[src/rtl/muldiv_sequencer.sv]
// Iterative multiply/divide sequencer: shift-add multiply, restoring divide, RISC-V M fixups.
// Define MULDIV_EARLY_OUT_EN to let zero-operand multiplies and zero-dividend divides skip RUN.
module muldiv_sequencer #(
  parameter int unsigned XLEN = 64
) (
  input  logic            clk,
  input  logic            resetn,
  input  logic            mul_start,
  input  logic            div_start,
  input  logic            div_sign,
  input  logic            sel_rem,
  input  logic            word,
  input  logic            flush,
  input  logic [XLEN-1:0] src_a,
  input  logic [XLEN-1:0] src_b,
  output logic            stall,
  output logic            done,
  output logic [XLEN-1:0] result
);

  localparam int unsigned HalfW = XLEN / 2;
  localparam int unsigned CntW  = $clog2(XLEN);
  localparam logic [CntW-1:0]  CntFull = CntW'(XLEN - 1);
  localparam logic [CntW-1:0]  CntHalf = CntW'(HalfW - 1);
  localparam logic [XLEN-1:0]  MinFull = {1'b1, {(XLEN-1){1'b0}}};
  localparam logic [HalfW-1:0] MinHalf = {1'b1, {(HalfW-1){1'b0}}};

  typedef enum logic [1:0] {StIdle, StRun, StFix, StDone} state_e;

  state_e state_q, state_d;
  logic [XLEN-1:0] acc_q, acc_d, opa_q, opa_d, opb_q, opb_d, result_q, result_d;
  logic [CntW-1:0] cnt_q, cnt_d;
  logic is_mul_q, is_mul_d, sel_rem_q, sel_rem_d, word_q, word_d;
  logic dz_q, dz_d, ovf_q, ovf_d, q_neg_q, q_neg_d, r_neg_q, r_neg_d;

  // Start-side operand decode
  logic            start_any, start_div, accept;
  logic [XLEN-1:0] ext_a, ext_b, mag_a, mag_b;
  logic            a_zero, b_zero, neg_a, neg_b, ovf_hit, bypass, early;

  always_comb begin
    start_any = mul_start | div_start;
    start_div = div_start & ~mul_start;
    accept    = start_any & ~flush;
    if (word) begin
      ext_a = div_sign ? {{HalfW{src_a[HalfW-1]}}, src_a[HalfW-1:0]}
                       : {{HalfW{1'b0}}, src_a[HalfW-1:0]};
      ext_b = div_sign ? {{HalfW{src_b[HalfW-1]}}, src_b[HalfW-1:0]}
                       : {{HalfW{1'b0}}, src_b[HalfW-1:0]};
    end else begin
      ext_a = src_a;
      ext_b = src_b;
    end
    a_zero  = ~|ext_a;
    b_zero  = ~|ext_b;
    neg_a   = start_div & div_sign & ext_a[XLEN-1];
    neg_b   = start_div & div_sign & ext_b[XLEN-1];
    mag_a   = neg_a ? -ext_a : ext_a;
    mag_b   = neg_b ? -ext_b : ext_b;
    ovf_hit = start_div & div_sign &
              (word ? ((src_a[HalfW-1:0] == MinHalf) & (&src_b[HalfW-1:0]))
                    : ((src_a == MinFull) & (&src_b)));
    bypass  = (start_div & b_zero) | ovf_hit;
`ifdef MULDIV_EARLY_OUT_EN
    early   = mul_start ? (a_zero | b_zero) : (start_div & a_zero);
`else
    early   = 1'b0;
`endif
  end

  // One iteration of either algorithm
  logic [XLEN:0]   trial, diff;
  logic            sub_ok;
  logic [XLEN-1:0] mul_sum;

  always_comb begin
    trial   = {acc_q, opa_q[XLEN-1]};
    diff    = trial - {1'b0, opb_q};
    sub_ok  = ~diff[XLEN];
    mul_sum = acc_q + (opb_q[0] ? opa_q : '0);
  end

  // Final sign/corner-case fixup
  logic [XLEN-1:0] q_fix, r_fix, sel_val, fix_val;

  always_comb begin
    if (dz_q) begin
      q_fix = '1;
      r_fix = opa_q;
    end else if (ovf_q) begin
      q_fix = opa_q;
      r_fix = '0;
    end else begin
      q_fix = q_neg_q ? -opa_q : opa_q;
      r_fix = r_neg_q ? -acc_q : acc_q;
    end
    sel_val = is_mul_q ? acc_q : (sel_rem_q ? r_fix : q_fix);
    fix_val = word_q ? {{HalfW{sel_val[HalfW-1]}}, sel_val[HalfW-1:0]} : sel_val;
  end

  always_comb begin
    state_d   = state_q;
    acc_d     = acc_q;
    opa_d     = opa_q;
    opb_d     = opb_q;
    cnt_d     = cnt_q;
    result_d  = result_q;
    is_mul_d  = is_mul_q;
    sel_rem_d = sel_rem_q;
    word_d    = word_q;
    dz_d      = dz_q;
    ovf_d     = ovf_q;
    q_neg_d   = q_neg_q;
    r_neg_d   = r_neg_q;
    stall     = 1'b0;
    unique case (state_q)
      StIdle: begin
        stall = accept;
        if (accept) begin
          is_mul_d  = mul_start;
          sel_rem_d = sel_rem;
          word_d    = word;
          dz_d      = start_div & b_zero;
          ovf_d     = ovf_hit;
          q_neg_d   = neg_a ^ neg_b;
          r_neg_d   = neg_a;
          cnt_d     = word ? CntHalf : CntFull;
          acc_d     = '0;
          if (mul_start || bypass) begin
            opa_d = ext_a;
            opb_d = ext_b;
          end else begin
            // Word divides start with the dividend in the upper half so its MSB shifts out first
            opa_d = word ? {mag_a[HalfW-1:0], {HalfW{1'b0}}} : mag_a;
            opb_d = mag_b;
          end
          state_d = (bypass || early) ? StFix : StRun;
        end
      end
      StRun: begin
        stall = 1'b1;
        if (is_mul_q) begin
          acc_d = mul_sum;
          opa_d = opa_q << 1;
          opb_d = opb_q >> 1;
        end else begin
          acc_d = sub_ok ? diff[XLEN-1:0] : trial[XLEN-1:0];
          opa_d = {opa_q[XLEN-2:0], sub_ok};
        end
        if (cnt_q == '0) begin
          state_d = StFix;
        end else begin
          cnt_d = cnt_q - 1'b1;
        end
      end
      StFix: begin
        stall    = 1'b1;
        result_d = fix_val;
        state_d  = StDone;
      end
      StDone: begin
        state_d = StIdle;
      end
      default: state_d = StIdle;
    endcase
    if (flush) begin
      state_d  = StIdle;
      result_d = result_q;
    end
  end

  always_ff @(posedge clk or negedge resetn) begin
    if (!resetn) begin
      state_q   <= StIdle;
      acc_q     <= '0;
      opa_q     <= '0;
      opb_q     <= '0;
      cnt_q     <= '0;
      result_q  <= '0;
      is_mul_q  <= 1'b0;
      sel_rem_q <= 1'b0;
      word_q    <= 1'b0;
      dz_q      <= 1'b0;
      ovf_q     <= 1'b0;
      q_neg_q   <= 1'b0;
      r_neg_q   <= 1'b0;
    end else begin
      state_q   <= state_d;
      acc_q     <= acc_d;
      opa_q     <= opa_d;
      opb_q     <= opb_d;
      cnt_q     <= cnt_d;
      result_q  <= result_d;
      is_mul_q  <= is_mul_d;
      sel_rem_q <= sel_rem_d;
      word_q    <= word_d;
      dz_q      <= dz_d;
      ovf_q     <= ovf_d;
      q_neg_q   <= q_neg_d;
      r_neg_q   <= r_neg_d;
    end
  end

  assign done   = (state_q == StDone) & ~flush;
  assign result = result_q;

endmodule

[config.mk]
export PLATFORM = sky130hd
export DESIGN_NAME = muldiv_sequencer
export DESIGN_NICKNAME = d
export VERILOG_FILES = /design/src/rtl/muldiv_sequencer.sv
export SDC_FILE = /design/constraint.sdc
export NUM_CORES = 2
export LEC_CHECK = 0
export CAP_MARGIN = 40
export CELL_PAD_IN_SITES_DETAIL_PLACEMENT = 1
export CELL_PAD_IN_SITES_GLOBAL_PLACEMENT = 1
export CORE_UTILIZATION = 40
export DETAILED_ROUTE_END_ITERATION = 12
export DONT_BUFFER_PORTS = 1
export PLACE_DENSITY = 0.73
export SLEW_MARGIN = 20
export SYNTH_ARGS = -nofsm -noshare
export SYNTH_HDL_FRONTEND = slang
export SYNTH_SLANG_ARGS = --single-unit
[constraint.sdc]
create_clock -name clk -period 11.8 [get_ports clk]
set_clock_uncertainty 0.2 [all_clocks]
set_input_delay 2.36 -clock clk [delete_from_list [all_inputs] [get_ports clk]]
set_output_delay 2.36 -clock clk [all_outputs]
set_load 0.02 [all_outputs]
==> metrics.txt <==
# TYPE chip_impl_metric gauge
chip_impl_metric{name="cts_post_setup_buffers_inserted",unit=""} 0
chip_impl_metric{name="avgViaCountPerCell",unit=""} 6.81
chip_impl_metric{name="clock_insertion_delay_worst_skew",unit="ns"} 0.59
chip_impl_metric{name="gp_congestion",unit=""} 1.01
chip_impl_metric{name="yosysTopAreaCellShare",unit="%"} 22.6
chip_impl_metric{name="timing.max_cap.violations",unit=""} 0
chip_impl_metric{name="cts_made_buffers",unit=""} 36
chip_impl_info{name="start_kind",value="input pin"} 1
chip_impl_metric{name="syn-cell-area",unit="mm^2"} 0.0300
chip_impl_metric{name="worst-endpoint-arrival",unit="ns"} 6.54
chip_impl_metric{name="yosys.cell_types.count",unit=""} 89
chip_impl_info{name="rsz0062_at_grt",value="no"} 1
chip_impl_metric{name="detail_route.wl_per_cell",unit="um"} 28.6
chip_impl_metric{name="switching_power",unit="mW"} 5.70
chip_impl_info{name="result_of_the_run",value="finished, final reports clean"} 1
chip_impl_metric{name="antenna_found_initial",unit=""} 4
chip_impl_metric{name="die_height",unit="um"} 276
chip_impl_metric{name="clkSlewWorstSetupHoldPaths",unit="ns"} 0.06
chip_impl_metric{name="power.internal",unit="mW"} 4.21
chip_impl_metric{name="register_share_of_total_power",unit="%"} 25.1
chip_impl_metric{name="setup_ws",unit="ns"} 5.53
chip_impl_info{name="mostFrequentLayoutCell",value="sky130_fd_sc_hd__a21oi_1"} 1
chip_impl_metric{name="grt_pass1_vias",unit=""} 32900
chip_impl_metric{name="place_hpwl",unit="um"} 107000
chip_impl_metric{name="floorplan.initialDensity",unit="%"} 40.4
chip_impl_info{name="synth_ff_type",value="sky130_fd_sc_hd__dfrtp_1"} 1
chip_impl_info{name="yosys_top_cell_by_area",value="sky130_fd_sc_hd__dfrtp_1"} 1
chip_impl_info{name="end_kind",value="flop"} 1
chip_impl_metric{name="synth_nets",unit=""} 4458
chip_impl_metric{name="yosysSeqAreaShare",unit="%"} 22.6
chip_impl_metric{name="mean_syn_cell_area",unit="um^2"} 7.19
chip_impl_metric{name="number_of_cells_in_the_design_after_placement",unit=""} 4876
chip_impl_metric{name="core_area",unit="mm^2"} 0.0743
chip_impl_metric{name="power.share.clock",unit="%"} 11.7
chip_impl_metric{name="synth_edf_count",unit=""} 0
chip_impl_metric{name="top_level_ports",unit=""} 202
chip_impl_metric{name="cts.repair.resized",unit=""} 0
chip_impl_metric{name="cellLeakagePower",unit="nW"} 12.5
chip_impl_metric{name="layout_worst_path_cycle_share",unit="%"} 53.2
chip_impl_metric{name="fp-row-count",unit=""} 100
chip_impl_metric{name="async_flop_share",unit="%"} 100
chip_impl_metric{name="report.power.total",unit="mW"} 9.91
chip_impl_metric{name="postSynthCellCount",unit=""} 4179
chip_impl_info{name="layout_common_cells",value="sky130_fd_sc_hd__a21oi_1 (482), sky130_fd_sc_hd__nand2_1 (383), sky130_fd_sc_hd__o21ai_0 (372)"} 1
chip_impl_metric{name="initialDrtViolationCount",unit=""} 3405
chip_impl_metric{name="drt_pass1_iterations",unit=""} 6
chip_impl_metric{name="grt_start_max_net_pins",unit=""} 272
chip_impl_metric{name="io_buffers",unit=""} 0
chip_impl_metric{name="final_util",unit="%"} 42.8
chip_impl_metric{name="cts_hold_buffers",unit=""} 0
chip_impl_metric{name="final_period_minus_worst_setup_slack",unit="ns"} 6.27
chip_impl_metric{name="globalRoute.totalOverflow",unit=""} 0
chip_impl_metric{name="drcViolationCount",unit=""} 0
chip_impl_metric{name="htree_num_levels",unit=""} 2
chip_impl_metric{name="slew_viol_final",unit=""} 0
chip_impl_info{name="synth_top_cells_by_area",value="sky130_fd_sc_hd__dfrtp_1 (23%), sky130_fd_sc_hd__a21oi_1 (8.1%), sky130_fd_sc_hd__o21ai_0 (6.2%)"} 1
chip_impl_info{name="worst-setup-path-type",value="in -> reg"} 1
chip_impl_info{name="clock_root_buffer",value="sky130_fd_sc_hd__clkbuf_16"} 1
chip_impl_metric{name="worstPathMaxFanout",unit=""} 67
chip_impl_info{name="tritoncts_clock_tree",value="built"} 1
chip_impl_metric{name="total_routing_usage_gr",unit="%"} 36.0
chip_impl_metric{name="synthToLayoutAreaGrowth",unit="%"} 6.00
chip_impl_metric{name="cts_sinks",unit=""} 271
chip_impl_metric{name="combinational_group_share_of_total_power",unit="%"} 63.2
chip_impl_metric{name="finish.cell_count_without_fillers",unit=""} 4946
chip_impl_metric{name="final_net_count",unit=""} 4227
chip_impl_metric{name="detail-route-antenna-nets",unit=""} 0
chip_impl_metric{name="report.final.setup_viol",unit=""} 0
chip_impl_metric{name="clk_path_buf_depth",unit=""} 3
chip_impl_metric{name="ir_drop",unit="V"} 0.000193
chip_impl_metric{name="maxSlewHeadroom",unit="%"} 22.3
chip_impl_metric{name="fin_setup_tns",unit="ns"} 0
chip_impl_metric{name="timing.critical_path.required",unit="ns"} 12.07
chip_impl_metric{name="die_x",unit="um"} 276
chip_impl_metric{name="fp.dieArea",unit="mm^2"} 0.0762
chip_impl_metric{name="place_ws",unit="ns"} 4.96
chip_impl_metric{name="via_count",unit=""} 33700
chip_impl_metric{name="hold_viol",unit=""} 0
chip_impl_metric{name="highest_clock_rate",unit="MHz"} 159
chip_impl_metric{name="ys.warnings.count",unit=""} 0
chip_impl_metric{name="p_sw_share",unit="%"} 57.6
chip_impl_metric{name="yosys_register_bits",unit=""} 271
chip_impl_metric{name="final_layout_size_suffix_gt1_share",unit="%"} 5.26
chip_impl_metric{name="cellPowerDensity",unit="mW/mm^2"} 311
chip_impl_info{name="min-delay-path-class",value="reg -> reg"} 1
chip_impl_metric{name="worst_tran_pin_value",unit="ns"} 1.17
chip_impl_metric{name="drt_wl_total",unit="um"} 142000
chip_impl_metric{name="grt_pass1_wl",unit="um"} 213000
==> registers in the layout, indices dropped and copies added (netlist names) <==
signal and count:
acc_q 64, opa_q 64, opb_q 64, result 64
cnt_q 6, state_q 2, dz_q 1, is_mul_q 1
ovf_q 1, q_neg_q 1, r_neg_q 1, sel_rem_q 1
word_q 1
==> cell usage after synthesis (19+ instances only) <==
cell,count
sky130_fd_sc_hd__xor2_1,153
sky130_fd_sc_hd__inv_1,140
sky130_fd_sc_hd__o21ai_0,374
sky130_fd_sc_hd__o22ai_1,36
sky130_fd_sc_hd__and2_1,81
sky130_fd_sc_hd__o221ai_1,50
sky130_fd_sc_hd__nor3_1,165
sky130_fd_sc_hd__o21bai_1,25
sky130_fd_sc_hd__clkbuf_1,305
sky130_fd_sc_hd__mux2i_1,22
sky130_fd_sc_hd__nor4_1,59
sky130_fd_sc_hd__o21a_1,31
sky130_fd_sc_hd__o41ai_1,29
sky130_fd_sc_hd__or3_1,55
sky130_fd_sc_hd__nor2b_1,22
sky130_fd_sc_hd__nand2_1,385
sky130_fd_sc_hd__and3_1,29
sky130_fd_sc_hd__a21oi_1,484
sky130_fd_sc_hd__o211ai_1,41
sky130_fd_sc_hd__or4_1,27
sky130_fd_sc_hd__nand3_1,119
sky130_fd_sc_hd__nor2_1,305
sky130_fd_sc_hd__a211oi_1,31
sky130_fd_sc_hd__xnor2_1,115
sky130_fd_sc_hd__a22oi_1,38
sky130_fd_sc_hd__or2_2,23
sky130_fd_sc_hd__nand2b_1,37
sky130_fd_sc_hd__ha_1,141
sky130_fd_sc_hd__o31ai_1,58
sky130_fd_sc_hd__a221oi_1,24
sky130_fd_sc_hd__nand4_1,69
sky130_fd_sc_hd__o2111ai_1,19
sky130_fd_sc_hd__dfrtp_1,271
sky130_fd_sc_hd__a21o_1,73
sky130_fd_sc_hd__a31oi_1,61
==> metal layers <==
| layer | track usage, % | wire, um | vias to the layer above |
|---|---|---|---|
| li1 | - | - | 15100 |
| met1 | 48.4 | 60800 | 16700 |
| met2 | 56.9 | 63100 | 1512 |
| met3 | 5.88 | 11000 | 357 |
| met4 | 15.8 | 6730 | 6 |
| met5 | 0 | 40 | - |
==> layout make-up <==
cell class,count,area [um^2]
Antenna cell,2,5.00
Timing Repair Buffer,69,543
Tap cell,969,1210
Inverter,142,533
Clock inverter,17,211
Multi-Input combinational cell,3428,21500
Sequential cell,271,6790
Clock buffer,48,1010
Fill cell,9422,42500
==> power by group through the flow <==
stage	combinational, mW	clock, mW	sequential [mW]
2_1_floorplan	4.59	0	1.78
3_3_place_gp	5.98	0	2.42
3_5_place_dp	6.11	0	2.44
4_1_cts	6.15	1.17	2.42
5_1_grt	6.82	1.20	2.48
6_report	6.27	1.16	2.49
==> worst max-delay path: stages <==
cell and delay [ns]:
sky130_fd_sc_hd__or4_1 0.57, sky130_fd_sc_hd__nor4_2 0.63, sky130_fd_sc_hd__and3_1 0.33, sky130_fd_sc_hd__o2111ai_1 0.25
sky130_fd_sc_hd__or3b_1 0.52, sky130_fd_sc_hd__nand2_2 0.09, sky130_fd_sc_hd__buf_4 0.56, sky130_fd_sc_hd__nand2_1 0.56
sky130_fd_sc_hd__o21ai_0 0.21, sky130_fd_sc_hd__a22oi_1 0.09, sky130_fd_sc_hd__a221o_1 0.34
==> path summary, 6_finish.rpt <==
kind / from / to / slack (ns) / cells after the start
max: src_b[6] / opa_q[46]$_DFFE_PN0P_ / 5.53 / 11
min: opb_q[54]$_DFFE_PN0P_ / opb_q[53]$_DFFE_PN0P_ / 0.30 / 2
max reg2reg: opa_q[63]$_DFFE_PN0P_ / acc_q[0]$_DFFE_PN0P_ / 5.92 / 14
min reg2reg: opb_q[54]$_DFFE_PN0P_ / opb_q[53]$_DFFE_PN0P_ / 0.30 / 2
max in group asynchronous: resetn / result[13]$_DFFE_PN0P_ / 9.15 / 0
min in group asynchronous: resetn / acc_q[10]$_DFFE_PN0P_ / 1.31 / 0
==> through the flow <==
stage                     cell area, um^2  hold slack [ns]
after floorplan                     30000            0.263
after global placement              30500            0.283
after detailed placement            30600            0.297
after CTS                           31800            0.310
after global routing                31800            0.335
final                               31800            0.304
==> cell families after synthesis <==
logic type	synth area share, %
mux	0.846
buf+inv	6.12
flops	22.6
compound gates	32.8
simple gates	23.8
xor+xnor	7.87
fa+ha+maj	6.01
(Power assumes the default switching activity.)
